<file path="src/rtl/alu_logic_pkg.sv">
`default_nettype none
// ============================================================================
// Module   : alu_logic_pkg
// Brief    : Shared opcode/state types for the sequenced bitwise logic unit.
// Revision : 1.0
// ============================================================================
package alu_logic_pkg;

    typedef enum logic [1:0] {
        LOP_AND = 2'b00,
        LOP_OR  = 2'b01,
        LOP_XOR = 2'b10,
        LOP_NOR = 2'b11
    } logic_op_e;

    typedef enum logic [1:0] {
        IDLE = 2'd0,
        BUSY = 2'd1,
        DONE = 2'd2
    } state_e;

    // Slice counter width, never narrower than one bit.
    function automatic int cnt_width(input int n);
        return (n > 1) ? $clog2(n) : 1;
    endfunction

endpackage
`default_nettype wire

</file>
<file path="src/rtl/logic_seq_unit_if.sv">
`default_nettype none
// ============================================================================
// Module   : logic_seq_unit_if
// Brief    : Request/result handshake bundle of the sequenced logic unit.
//            o_zero exists only when LOGIC_SEQ_ZERO_FLAG_EN is defined.
// Revision : 1.0
// ============================================================================
interface logic_seq_unit_if
    import alu_logic_pkg::*;
#(
    parameter int WIDTH = 32
);
    logic             i_valid;
    logic             o_ready;
    logic_op_e        i_op;
    logic [WIDTH-1:0] i_1;
    logic [WIDTH-1:0] i_2;
    logic             o_valid;
    logic             i_ready;
    logic [WIDTH-1:0] o;
`ifdef LOGIC_SEQ_ZERO_FLAG_EN
    logic             o_zero;
`endif

    modport master (
        output i_valid, i_op, i_1, i_2, i_ready,
`ifdef LOGIC_SEQ_ZERO_FLAG_EN
        input  o_zero,
`endif
        input  o_ready, o_valid, o
    );

    modport slave (
        input  i_valid, i_op, i_1, i_2, i_ready,
`ifdef LOGIC_SEQ_ZERO_FLAG_EN
        output o_zero,
`endif
        output o_ready, o_valid, o
    );
endinterface
`default_nettype wire

</file>
<file path="src/rtl/logic_seq_unit_slice.sv">
`default_nettype none
// ============================================================================
// Module   : logic_slice
// Brief    : Combinational CHUNK-bit AND/OR/XOR/NOR evaluator.
// Revision : 1.0
// ============================================================================
module logic_slice
    import alu_logic_pkg::*;
#(
    parameter int CHUNK = 8
) (
    input  logic_op_e        i_op,
    input  logic [CHUNK-1:0] i_a,
    input  logic [CHUNK-1:0] i_b,
    output logic [CHUNK-1:0] o_y
);
    always_comb begin
        o_y = '0;
        case (i_op)
            LOP_AND: o_y = i_a & i_b;
            LOP_OR:  o_y = i_a | i_b;
            LOP_XOR: o_y = i_a ^ i_b;
            LOP_NOR: o_y = ~(i_a | i_b);
            default: o_y = '0;
        endcase
    end
endmodule
`default_nettype wire

</file>
<file path="src/rtl/logic_seq_unit.sv">
`default_nettype none
// ============================================================================
// Module   : logic_seq_unit
// Brief    : Handshaked bitwise logic unit evaluating one CHUNK slice per
//            cycle. Define LOGIC_SEQ_ZERO_FLAG_EN to add the o_zero flag.
// Revision : 1.0
// ============================================================================
module logic_seq_unit
    import alu_logic_pkg::*;
#(
    parameter int WIDTH = 32,
    parameter int CHUNK = 8
) (
    input  wire              clk,
    input  wire              rst_n,
    logic_seq_unit_if.slave  bus
);
    localparam int NSLICE = (CHUNK >= 1) ? WIDTH / CHUNK : 1;
    localparam int CNT_W  = cnt_width(NSLICE);
    localparam logic [CNT_W-1:0] C_LAST = CNT_W'(NSLICE - 1);

    if ((CHUNK < 1) || ((WIDTH % ((CHUNK >= 1) ? CHUNK : 1)) != 0)) begin : g_bad_chunk
        $error("logic_seq_unit: WIDTH must be a multiple of CHUNK and CHUNK >= 1");
    end
    if ($bits(bus.o) != WIDTH) begin : g_bad_if_width
        $error("logic_seq_unit: interface WIDTH differs from unit WIDTH");
    end

    state_e           r_state;
    logic_op_e        r_op;
    logic [WIDTH-1:0] r_op1;
    logic [WIDTH-1:0] r_op2;
    logic [CNT_W-1:0] r_cnt;
    logic [WIDTH-1:0] r_result;
    logic [CHUNK-1:0] w_a;
    logic [CHUNK-1:0] w_b;
    logic [CHUNK-1:0] w_y;
    logic [WIDTH-1:0] w_next_result;

    assign w_a = r_op1[int'(r_cnt)*CHUNK +: CHUNK];
    assign w_b = r_op2[int'(r_cnt)*CHUNK +: CHUNK];

    logic_slice #(
        .CHUNK (CHUNK)
    ) u_slice (
        .i_op (r_op),
        .i_a  (w_a),
        .i_b  (w_b),
        .o_y  (w_y)
    );

    // Result with the current slice merged in; on the last slice this is the full result.
    always_comb begin
        w_next_result = r_result;
        w_next_result[int'(r_cnt)*CHUNK +: CHUNK] = w_y;
    end

`ifdef LOGIC_SEQ_ZERO_FLAG_EN
    logic r_zero;
`endif

    always_ff @(posedge clk or negedge rst_n) begin
        if (!rst_n) begin
            r_state  <= IDLE;
            r_op     <= LOP_AND;
            r_op1    <= '0;
            r_op2    <= '0;
            r_cnt    <= '0;
            r_result <= '0;
`ifdef LOGIC_SEQ_ZERO_FLAG_EN
            r_zero   <= 1'b1;
`endif
        end else begin
            case (r_state)
                IDLE: begin
                    if (bus.i_valid) begin
                        r_op    <= bus.i_op;
                        r_op1   <= bus.i_1;
                        r_op2   <= bus.i_2;
                        r_cnt   <= '0;
                        r_state <= BUSY;
                    end
                end
                BUSY: begin
                    r_result <= w_next_result;
                    if (r_cnt == C_LAST) begin
                        r_state <= DONE;
`ifdef LOGIC_SEQ_ZERO_FLAG_EN
                        r_zero  <= (w_next_result == '0);
`endif
                    end else begin
                        r_cnt <= r_cnt + 1'b1;
                    end
                end
                DONE: begin
                    if (bus.i_ready) begin
                        r_state <= IDLE;
                    end
                end
                default: r_state <= IDLE;
            endcase
        end
    end

    assign bus.o_ready = (r_state == IDLE);
    assign bus.o_valid = (r_state == DONE);
    assign bus.o       = r_result;
`ifdef LOGIC_SEQ_ZERO_FLAG_EN
    assign bus.o_zero  = r_zero;
`endif

endmodule
`default_nettype wire

</file>
<file path="src/flat_wrapper.sv">
// flat-port wrapper written by rule: the top's interface ports become plain ports
module logic_seq_unit_flat import alu_logic_pkg::*;
#(
    parameter int WIDTH = 32,
    parameter int CHUNK = 8
)
  (clk, rst_n, bus_i_valid, bus_i_op, bus_i_1, bus_i_2, bus_i_ready, bus_o_ready, bus_o_valid, bus_o);
  logic_seq_unit_if #(.WIDTH(WIDTH)) bus_i ();
  input  wire clk;
  input  wire rst_n;
  input wire logic [$bits(bus_i.i_valid)-1:0] bus_i_valid;
  input wire logic [$bits(bus_i.i_op)-1:0] bus_i_op;
  input wire logic [$bits(bus_i.i_1)-1:0] bus_i_1;
  input wire logic [$bits(bus_i.i_2)-1:0] bus_i_2;
  input wire logic [$bits(bus_i.i_ready)-1:0] bus_i_ready;
  output wire logic [$bits(bus_i.o_ready)-1:0] bus_o_ready;
  output wire logic [$bits(bus_i.o_valid)-1:0] bus_o_valid;
  output wire logic [$bits(bus_i.o)-1:0] bus_o;
  assign bus_i.i_valid = bus_i_valid;
  assign bus_i.i_op = bus_i_op;
  assign bus_i.i_1 = bus_i_1;
  assign bus_i.i_2 = bus_i_2;
  assign bus_i.i_ready = bus_i_ready;
  assign bus_o_ready = bus_i.o_ready;
  assign bus_o_valid = bus_i.o_valid;
  assign bus_o = bus_i.o;
  logic_seq_unit #(.WIDTH(WIDTH), .CHUNK(CHUNK)) u_core (.clk(clk), .rst_n(rst_n), .bus(bus_i));
endmodule
</file>
<file path="config.mk">
export PLATFORM = sky130hd
export DESIGN_NAME = logic_seq_unit_flat
export DESIGN_NICKNAME = d
export VERILOG_FILES = /design/src/rtl/alu_logic_pkg.sv /design/src/rtl/logic_seq_unit_if.sv /design/src/rtl/logic_seq_unit_slice.sv /design/src/rtl/logic_seq_unit.sv /design/src/flat_wrapper.sv
export SDC_FILE = /design/constraint.sdc
export NUM_CORES = 1
export LEC_CHECK = 0
export ABC_CLOCK_PERIOD_IN_PS = 3760
export BUFFER_PORTS_ARGS = -buffer_cell sky130_fd_sc_hd__buf_2
export CAP_MARGIN = 20
export CORE_MARGIN = 3
export CORE_UTILIZATION = 59
export DETAILED_ROUTE_END_ITERATION = 12
export GPL_ROUTABILITY_DRIVEN = 0
export PLACE_DENSITY = 0.85
export SYNTH_ARGS = -nofsm -noshare
export SYNTH_HDL_FRONTEND = slang
export SYNTH_SLANG_ARGS = --single-unit
export TNS_END_PERCENT = 10
</file>
<file path="constraint.sdc">
create_clock -name clk -period 3.76 [get_ports clk]
set_input_delay 0.564 -clock clk [delete_from_list [all_inputs] [get_ports clk]]
set_output_delay 0.564 -clock clk [all_outputs]
set_load 0.01 [all_outputs]
</file>
==> results of run 1 <==
layout make-up:
cell class                 instances  area, µm²  share of cell area [%]
clock buffer                      11        141                    2.43
clock inverter                     5       81.3                    1.40
inverter                          20       75.1                    1.29
multi-input combinational        188       2260                    38.9
sequential                       102       2550                    43.8
tap                              102        128                    2.19
timing repair buffer             107        581                    9.97
synth_stat cells:
library cell	count	area (µm²)
a21oi_1	2	10.0
a22o_1	33	289
and2_4	1	8.76
buf_1	1	3.75
buf_2	3	15.0
buf_4	5	37.5
buf_6	5	56.3
clkbuf_1	1	3.75
dfrtp_1	102	2550
ha_1	22	275
inv_1	20	75.1
mux2_2	26	293
mux2_4	40	601
mux2i_1	17	170
mux4_2	16	360
nand2_1	8	30.0
nand2b_1	2	12.5
nand2b_2	1	8.76
nor2_1	1	3.75
nor2_2	1	6.26
nor2b_1	2	12.5
nor3_1	1	5.00
nor4_4	2	42.5
nor4b_4	2	47.6
o21ai_0	2	10.0
or2b_1	1	7.51
xor2_1	8	70.1
metrics by stage:
step,worst slack [ns],cell area (µm²)
2_1_floorplan,1.64,5010
4_1_cts,0.944,5770
3_3_place_gp,1.05,5550
5_1_grt,1.08,5820
3_5_place_dp,0.991,5550
6_report,1.27,5820
state kept, by name, summed over array words and instances, names as in the netlist:
name	flops
u_core.r_op1	32
u_core.r_cnt	2
u_core.r_op	2
u_core.r_state	2
u_core.bus.o	32
u_core.r_op2	32
worst reg2reg max path, cell delays in order (launching register included):
cell and delay (ns):
dfrtp_1 0.92, inv_1 0.25, ha_1 0.51, nor4b_4 0.52, a22o_1 0.22
logic make-up after synthesis:
group / after synthesis
flip-flops: 102
XOR/XNOR: 8
AO/OA/AOI/OAI: 37
multiplexers: 99
adder cells (fa/ha/maj): 22
AND/OR/NAND/NOR: 22
buffers and inverters: 35
power by group through the flow:
| stage | Clock [mW] | Combinational [mW] | Sequential (mW) |
|---|---|---|---|
| after floorplan | 0 | 2.09 | 1.90 |
| after global placement | 0 | 2.44 | 2.05 |
| after detailed placement | 0 | 2.57 | 2.07 |
| after CTS | 0.780 | 2.59 | 2.06 |
| after global routing | 0.830 | 2.89 | 2.10 |
| final | 0.764 | 2.63 | 2.03 |
worst min path at each step:
stage | startpoint | endpoint | slack [ns] | depth (start not counted)
after global routing | rst_n | u_core.bus.o[21]$_DFFE_PN0P_ | 0.20 | 1
after CTS | bus_i_1[8] | u_core.r_op1[8]$_DFFE_PN0P_ | 0.41 | 2
after floorplan | rst_n | u_core.bus.o[0]$_DFFE_PN0P_ | 0.27 | 0
final | rst_n | u_core.bus.o[21]$_DFFE_PN0P_ | 0.17 | 1
after global placement | u_core.bus.o[5]$_DFFE_PN0P_ | u_core.bus.o[5]$_DFFE_PN0P_ | 0.48 | 1
after detailed placement | u_core.bus.o[7]$_DFFE_PN0P_ | u_core.bus.o[7]$_DFFE_PN0P_ | 0.49 | 1
per-layer routing:
metal	vias up	share of wire (%)
met5	-	0
met3	17	6.3
li1	1379	-
met2	107	48
met1	1537	44
met4	0	1.4
==> qor.txt, run 1 <==
status: finished, final reports clean
fmax: 401 MHz
worst path cell trace: inv_1 -> ha_1 -> nor4b_4 -> a22o_1
worst slew pin tran: 1.08 ns
Crit Path Category: register to register
Critical Path AT: 2.78 ns
Pins Over Slew Limit: 0
Clock Sinks: 102
H-tree depth: 3
setup tns final: 0 ns
Internal Power: 3.44 mW
remaining global-route overflow: 0
Post-Synth Adder-Cell Area: 5.50%
Setup crit start kind: register
Worst Hold Slack: 0.169 ns
post-synthesis compound-gate area fraction: 6.17%
largest net degree at the start of global routing: 88
library cells used by synthesis: 27
final non-filler cell total: 535
Syn Inst Count: 325
Clock Pin Slew Worst Setup and Hold Paths: 0.10 ns
post-cts gate resize count: 0
sequential share of the synthesized area: 51.0%
Synth Cell Area: 0.00501 mm²
Fillers: 553
mux contribution to synthesized area: 28.4%
met2 Resource Use GR: 33.3%
worst reg2reg path depth: 4
Global Route Usage Sum: 20.8%
die height: 98.1 µm
final WL: 9.63 mm
critical path launch point: u_core.r_cnt[1]$_DFFE_PN0P_
Switching Share: 36.6%
First-pass DRT Iterations: 5
area of the core: 0.00797 mm²
Worst R2R End: u_core.bus.o[12]$_DFFE_PN0P_
Horiz. Die Dim: 98.1 µm
grt peak-use layer: met2
R2R setup slack: 1.27 ns
DR WL/cell: 18.0 µm
dpl cells: 517
flops & latches, synth: 102
clk root buf: clkbuf_8
P_leak: 2.93 nW
worst reg2reg path startpoint: u_core.r_cnt[1]$_DFFE_PN0P_
Crit path required time: 4.05 ns
post-layout util: 73.1%
P_sw: 1.99 mW
max cap viols: 0
Avg Cell Area, Syn: 15.4 µm²
Post-CTS Setup Inserts: 0
I/O Buffers: 103
area grow syn2layout: 16.3%
commonest non-fill, non-tap cells in the layout: buf_2 (102), dfrtp_1 (102), mux2_4 (40), a22o_1 (33), mux2_2 (26)
I/O pin cnt: 104
diode count: 0
IR drop worst, VDD: 0.425 mV
total power: 5.42 mW
final period utilization: 66.3%
CTS tree: yes
first-pass GRT wire length: 15.8 mm
Setup crit end kind: register
DR vias: 3040
TritonCTS Buffers: 9
Hold Path Class: input port to async pin
PwrDens: 931 mW/mm²
delay-heaviest family, CP: flip-flops
Syn Nets: 417
Setup-failing EPs final: 0
Sequential Power Share: 37.4%
Min Clock Period, post-route: 2.49 ns
Slew HR: 28.2%
worst skew pair latency: 0.36 ns
critical path's largest stage delay: 0.92 ns
clock share of power: 14.1%
unrepaired setup endpoints after global routing: no
die area: 0.00963 mm²
Synth Warn #: 0
Worst Path Max Fanout: 20
Detailed Route Iter0 Violations: 112
Routed Antenna Nets: 0
Synth Area in Simple Gates: 3.70%
met3 usage in global routing: 4.00%
largest family of logic cells by synthesized area: multiplexers
combinational share of power: 48.5%
clk_skew: 0.00818 ns
drc violations: 0
xor/xnor cell area share of the yosys netlist: 1.40%
Hold-fix buffers, CTS: 0
row cnt: 32
post-detail-place hpwl: 6.88 mm
vias in the first global route: 3178
DR vias/cell: 5.68
CP endpoint: u_core.bus.o[12]$_DFFE_PN0P_
nets: 520
crit path max-delay cell type: dfrtp_1
Buf+Inv Stages, Crit Path: 1
stages on the worst setup path: 4
Starting Density: 62.8%
initial antenna violation count: 0
Hold Violations, Final: 0
grt met1 use: 29.0%
CTS max path bufs: 2
share of cells above drive strength 1: 48.7%
Power figures use the tool's default switching activity.
==> inputs of run 2 (changes only) <==
ABC_CLOCK_PERIOD_IN_PS = 2600   (was 3760)
CORE_UTILIZATION = 55   (was 59)
PLACE_DENSITY = 0.8   (was 0.85)
clock period = 2.6 ns   (was 3.76 ns; I/O delays follow)
==> run 2 against run 1 <==
Clock-buffer cell count decreased by 1; hold slack worse by 0.16 ns; via count decreased by 0.26%; die area rose by 6.8%; clock skew is 0.0049 ns higher; sequential cell count unchanged; final cell count is 1.1% higher; non-clock buffer count rose by 1; routed wire length increased by 2.0%; combinational power up 44%; sequential power is 43% higher; critical path depth up 3; critical endpoint is now u_core.bus.o[26]$_DFFE_PN0P_.
==> qor.txt, run 2 (same netlist as run 1, synthesis figures left out) <==
status: finished, final reports clean (unchanged)
PwrDens: 1330 mW/mm² (was 931 mW/mm²)
Fillers: 635 (was 553)
Routed Antenna Nets: 0 (unchanged)
Hold-fix buffers, CTS: 0 (unchanged)
fmax: 466 MHz (was 401 MHz)
worst slew pin tran: 0.815 ns (was 1.08 ns)
H-tree depth: 3 (unchanged)
largest net degree at the start of global routing: 63 (was 88)
Setup crit start kind: register (unchanged)
Min Clock Period, post-route: 2.15 ns (was 2.49 ns)
Worst Path Max Fanout: 27 (was 20)
P_leak: 2.93 nW (about the same)
dpl ws: 0.457 ns (was 0.991 ns)
Post-CTS Setup Inserts: 0 (unchanged)
setup tns final: 0 ns (unchanged)
IR drop worst, VDD: 0.534 mV (was 0.425 mV)
Hold Violations, Final: 0 (unchanged)
remaining global-route overflow: 0 (unchanged)
die area: 0.0103 mm² (was 0.00963 mm²)
post-detail-place hpwl: 7.32 mm (was 6.88 mm)
Slew HR: 45.6% (was 28.2%)
worst path cell trace: buf_12 -> mux4_2 -> inv_1 -> ha_1 -> mux2i_1 -> mux2i_1 -> a22o_1 (was inv_1 -> ha_1 -> nor4b_4 -> a22o_1)
DR vias: 3032 (was 3040)
commonest non-fill, non-tap cells in the layout: buf_2 (102), dfrtp_1 (102), mux2_4 (40), a22o_1 (33), mux2_2 (26) (unchanged)
worst reg2reg path depth: 7 (was 4)
Setup crit end kind: register (unchanged)
final WL: 9.83 mm (was 9.63 mm)
Clock Sinks: 102 (unchanged)
Starting Density: 57.1% (was 62.8%)
CTS tree: yes (unchanged)
share of cells above drive strength 1: 48.7% (unchanged)
I/O Buffers: 103 (unchanged)
CTS max path bufs: 2 (unchanged)
area of the core: 0.00876 mm² (was 0.00797 mm²)
nets: 521 (was 520)
Crit Path Category: register to register (unchanged)
post-cts gate resize count: 0 (unchanged)
clk_skew: 0.0131 ns (was 0.00818 ns)
Detailed Route Iter0 Violations: 74 (was 112)
DR vias/cell: 5.60 (was 5.68)
row cnt: 34 (was 32)
clk root buf: clkbuf_8 (unchanged)
DR WL/cell: 18.2 µm (was 18.0 µm)
max cap viols: 0 (unchanged)
I/O pin cnt: 104 (unchanged)
Global Route Usage Sum: 20.7% (was 20.8%)
final period utilization: 82.6% (was 66.3%)
diode count: 0 (unchanged)
Hold Path Class: input port to async pin (unchanged)
TritonCTS Buffers: 9 (unchanged)
crit path max-delay cell type: mux4_2 (was dfrtp_1)
Horiz. Die Dim: 101 µm (was 98.1 µm)
initial antenna violation count: 0 (unchanged)
setup slack after layout: 0.452 ns (was 1.27 ns)
critical path's largest stage delay: 0.55 ns (was 0.92 ns)
unrepaired setup endpoints after global routing: no (unchanged)
Crit path required time: 2.84 ns (was 4.05 ns)
vias in the first global route: 3153 (was 3178)
total power: 7.76 mW (was 5.42 mW)
drc violations: 0 (unchanged)
Pins Over Slew Limit: 0 (unchanged)
most used cell, CP: mux2i_1
First-pass DRT Iterations: 4 (was 5)
Critical Path AT: 2.39 ns (was 2.78 ns)
Setup-failing EPs final: 0 (unchanged)
area grow syn2layout: 16.7% (was 16.3%)
worst skew pair latency: 0.36 ns (about the same)
first-pass GRT wire length: 16.5 mm (was 15.8 mm)
die height: 101 µm (was 98.1 µm)
Clock Pin Slew Worst Setup and Hold Paths: 0.09 ns (was 0.10 ns)
-- run 2: report_power, final --
part / internal [mW] / total (mW) / switching [mW] / leakage (nW)
registers: 2.34 / 2.90 / 0.560 / 1.27
clock network: 0.541 / 1.08 / 0.534 / 0.0990
logic: 2.06 / 3.79 / 1.73 / 1.56
-- run 2: final timing paths --
check | from | end | slack [ns]
hold reg to reg | u_core.bus.o[15]$_DFFE_PN0P_ | u_core.bus.o[15]$_DFFE_PN0P_ | 0.50
min in group clk | bus_i_2[25] | u_core.r_op2[25]$_DFFE_PN0P_ | 0.25
setup reg to reg | u_core.r_cnt[0]$_DFFE_PN0P_ | u_core.bus.o[26]$_DFFE_PN0P_ | 0.45
hold / removal | rst_n | u_core.bus.o[11]$_DFFE_PN0P_ | 0.006
setup / recovery | u_core.r_cnt[0]$_DFFE_PN0P_ | u_core.bus.o[26]$_DFFE_PN0P_ | 0.45
max in group asynchronous | rst_n | u_core.r_op1[13]$_DFFE_PN0P_ | 1.88
-- run 2: cell type report --
type / instances / area, µm² / area share, %
flip-flops and latches: 102 / 2550 / 43.7
multi-input cells: 188 / 2260 / 38.7
repair buffers: 108 / 606 / 10.4
well taps: 108 / 135 / 2.31
clock buffers: 10 / 128 / 2.18
clock inverters: 5 / 83.8 / 1.43
inverters: 20 / 75.1 / 1.28
-- run 2: critical path, delay by kind of cell, from the launching register on --
family	cells	cell delay, ns
muxes	3	0.86
DFF	1	0.39
buffers and inverters	2	0.31
AOI/OAI and AO/OA	1	0.26
adders and majority gates	1	0.22
-- run 2: routing by layer --
metal  track usage (%)  part of all wire, %
met1              31.2                   48
met4              5.93                  1.2
met2              31.1                   45
met3              3.72                  5.7
met5                 0                    0
-- run 2: per-stage QoR --
stage / utilization (%) / cell area, µm² / hold WS [ns] / cells
4_1_cts: 66.7 / 5840 / 0.0155 / 541
6_report: 66.7 / 5840 / 0.00625 / 541
2_1_floorplan: - / 5010 / 0.0944 / 325
3_5_place_dp: 64.3 / 5630 / 0.411 / 526
5_1_grt: 66.7 / 5840 / 0.0380 / 541
3_3_place_gp: 64.3 / 5630 / 0.400 / 526
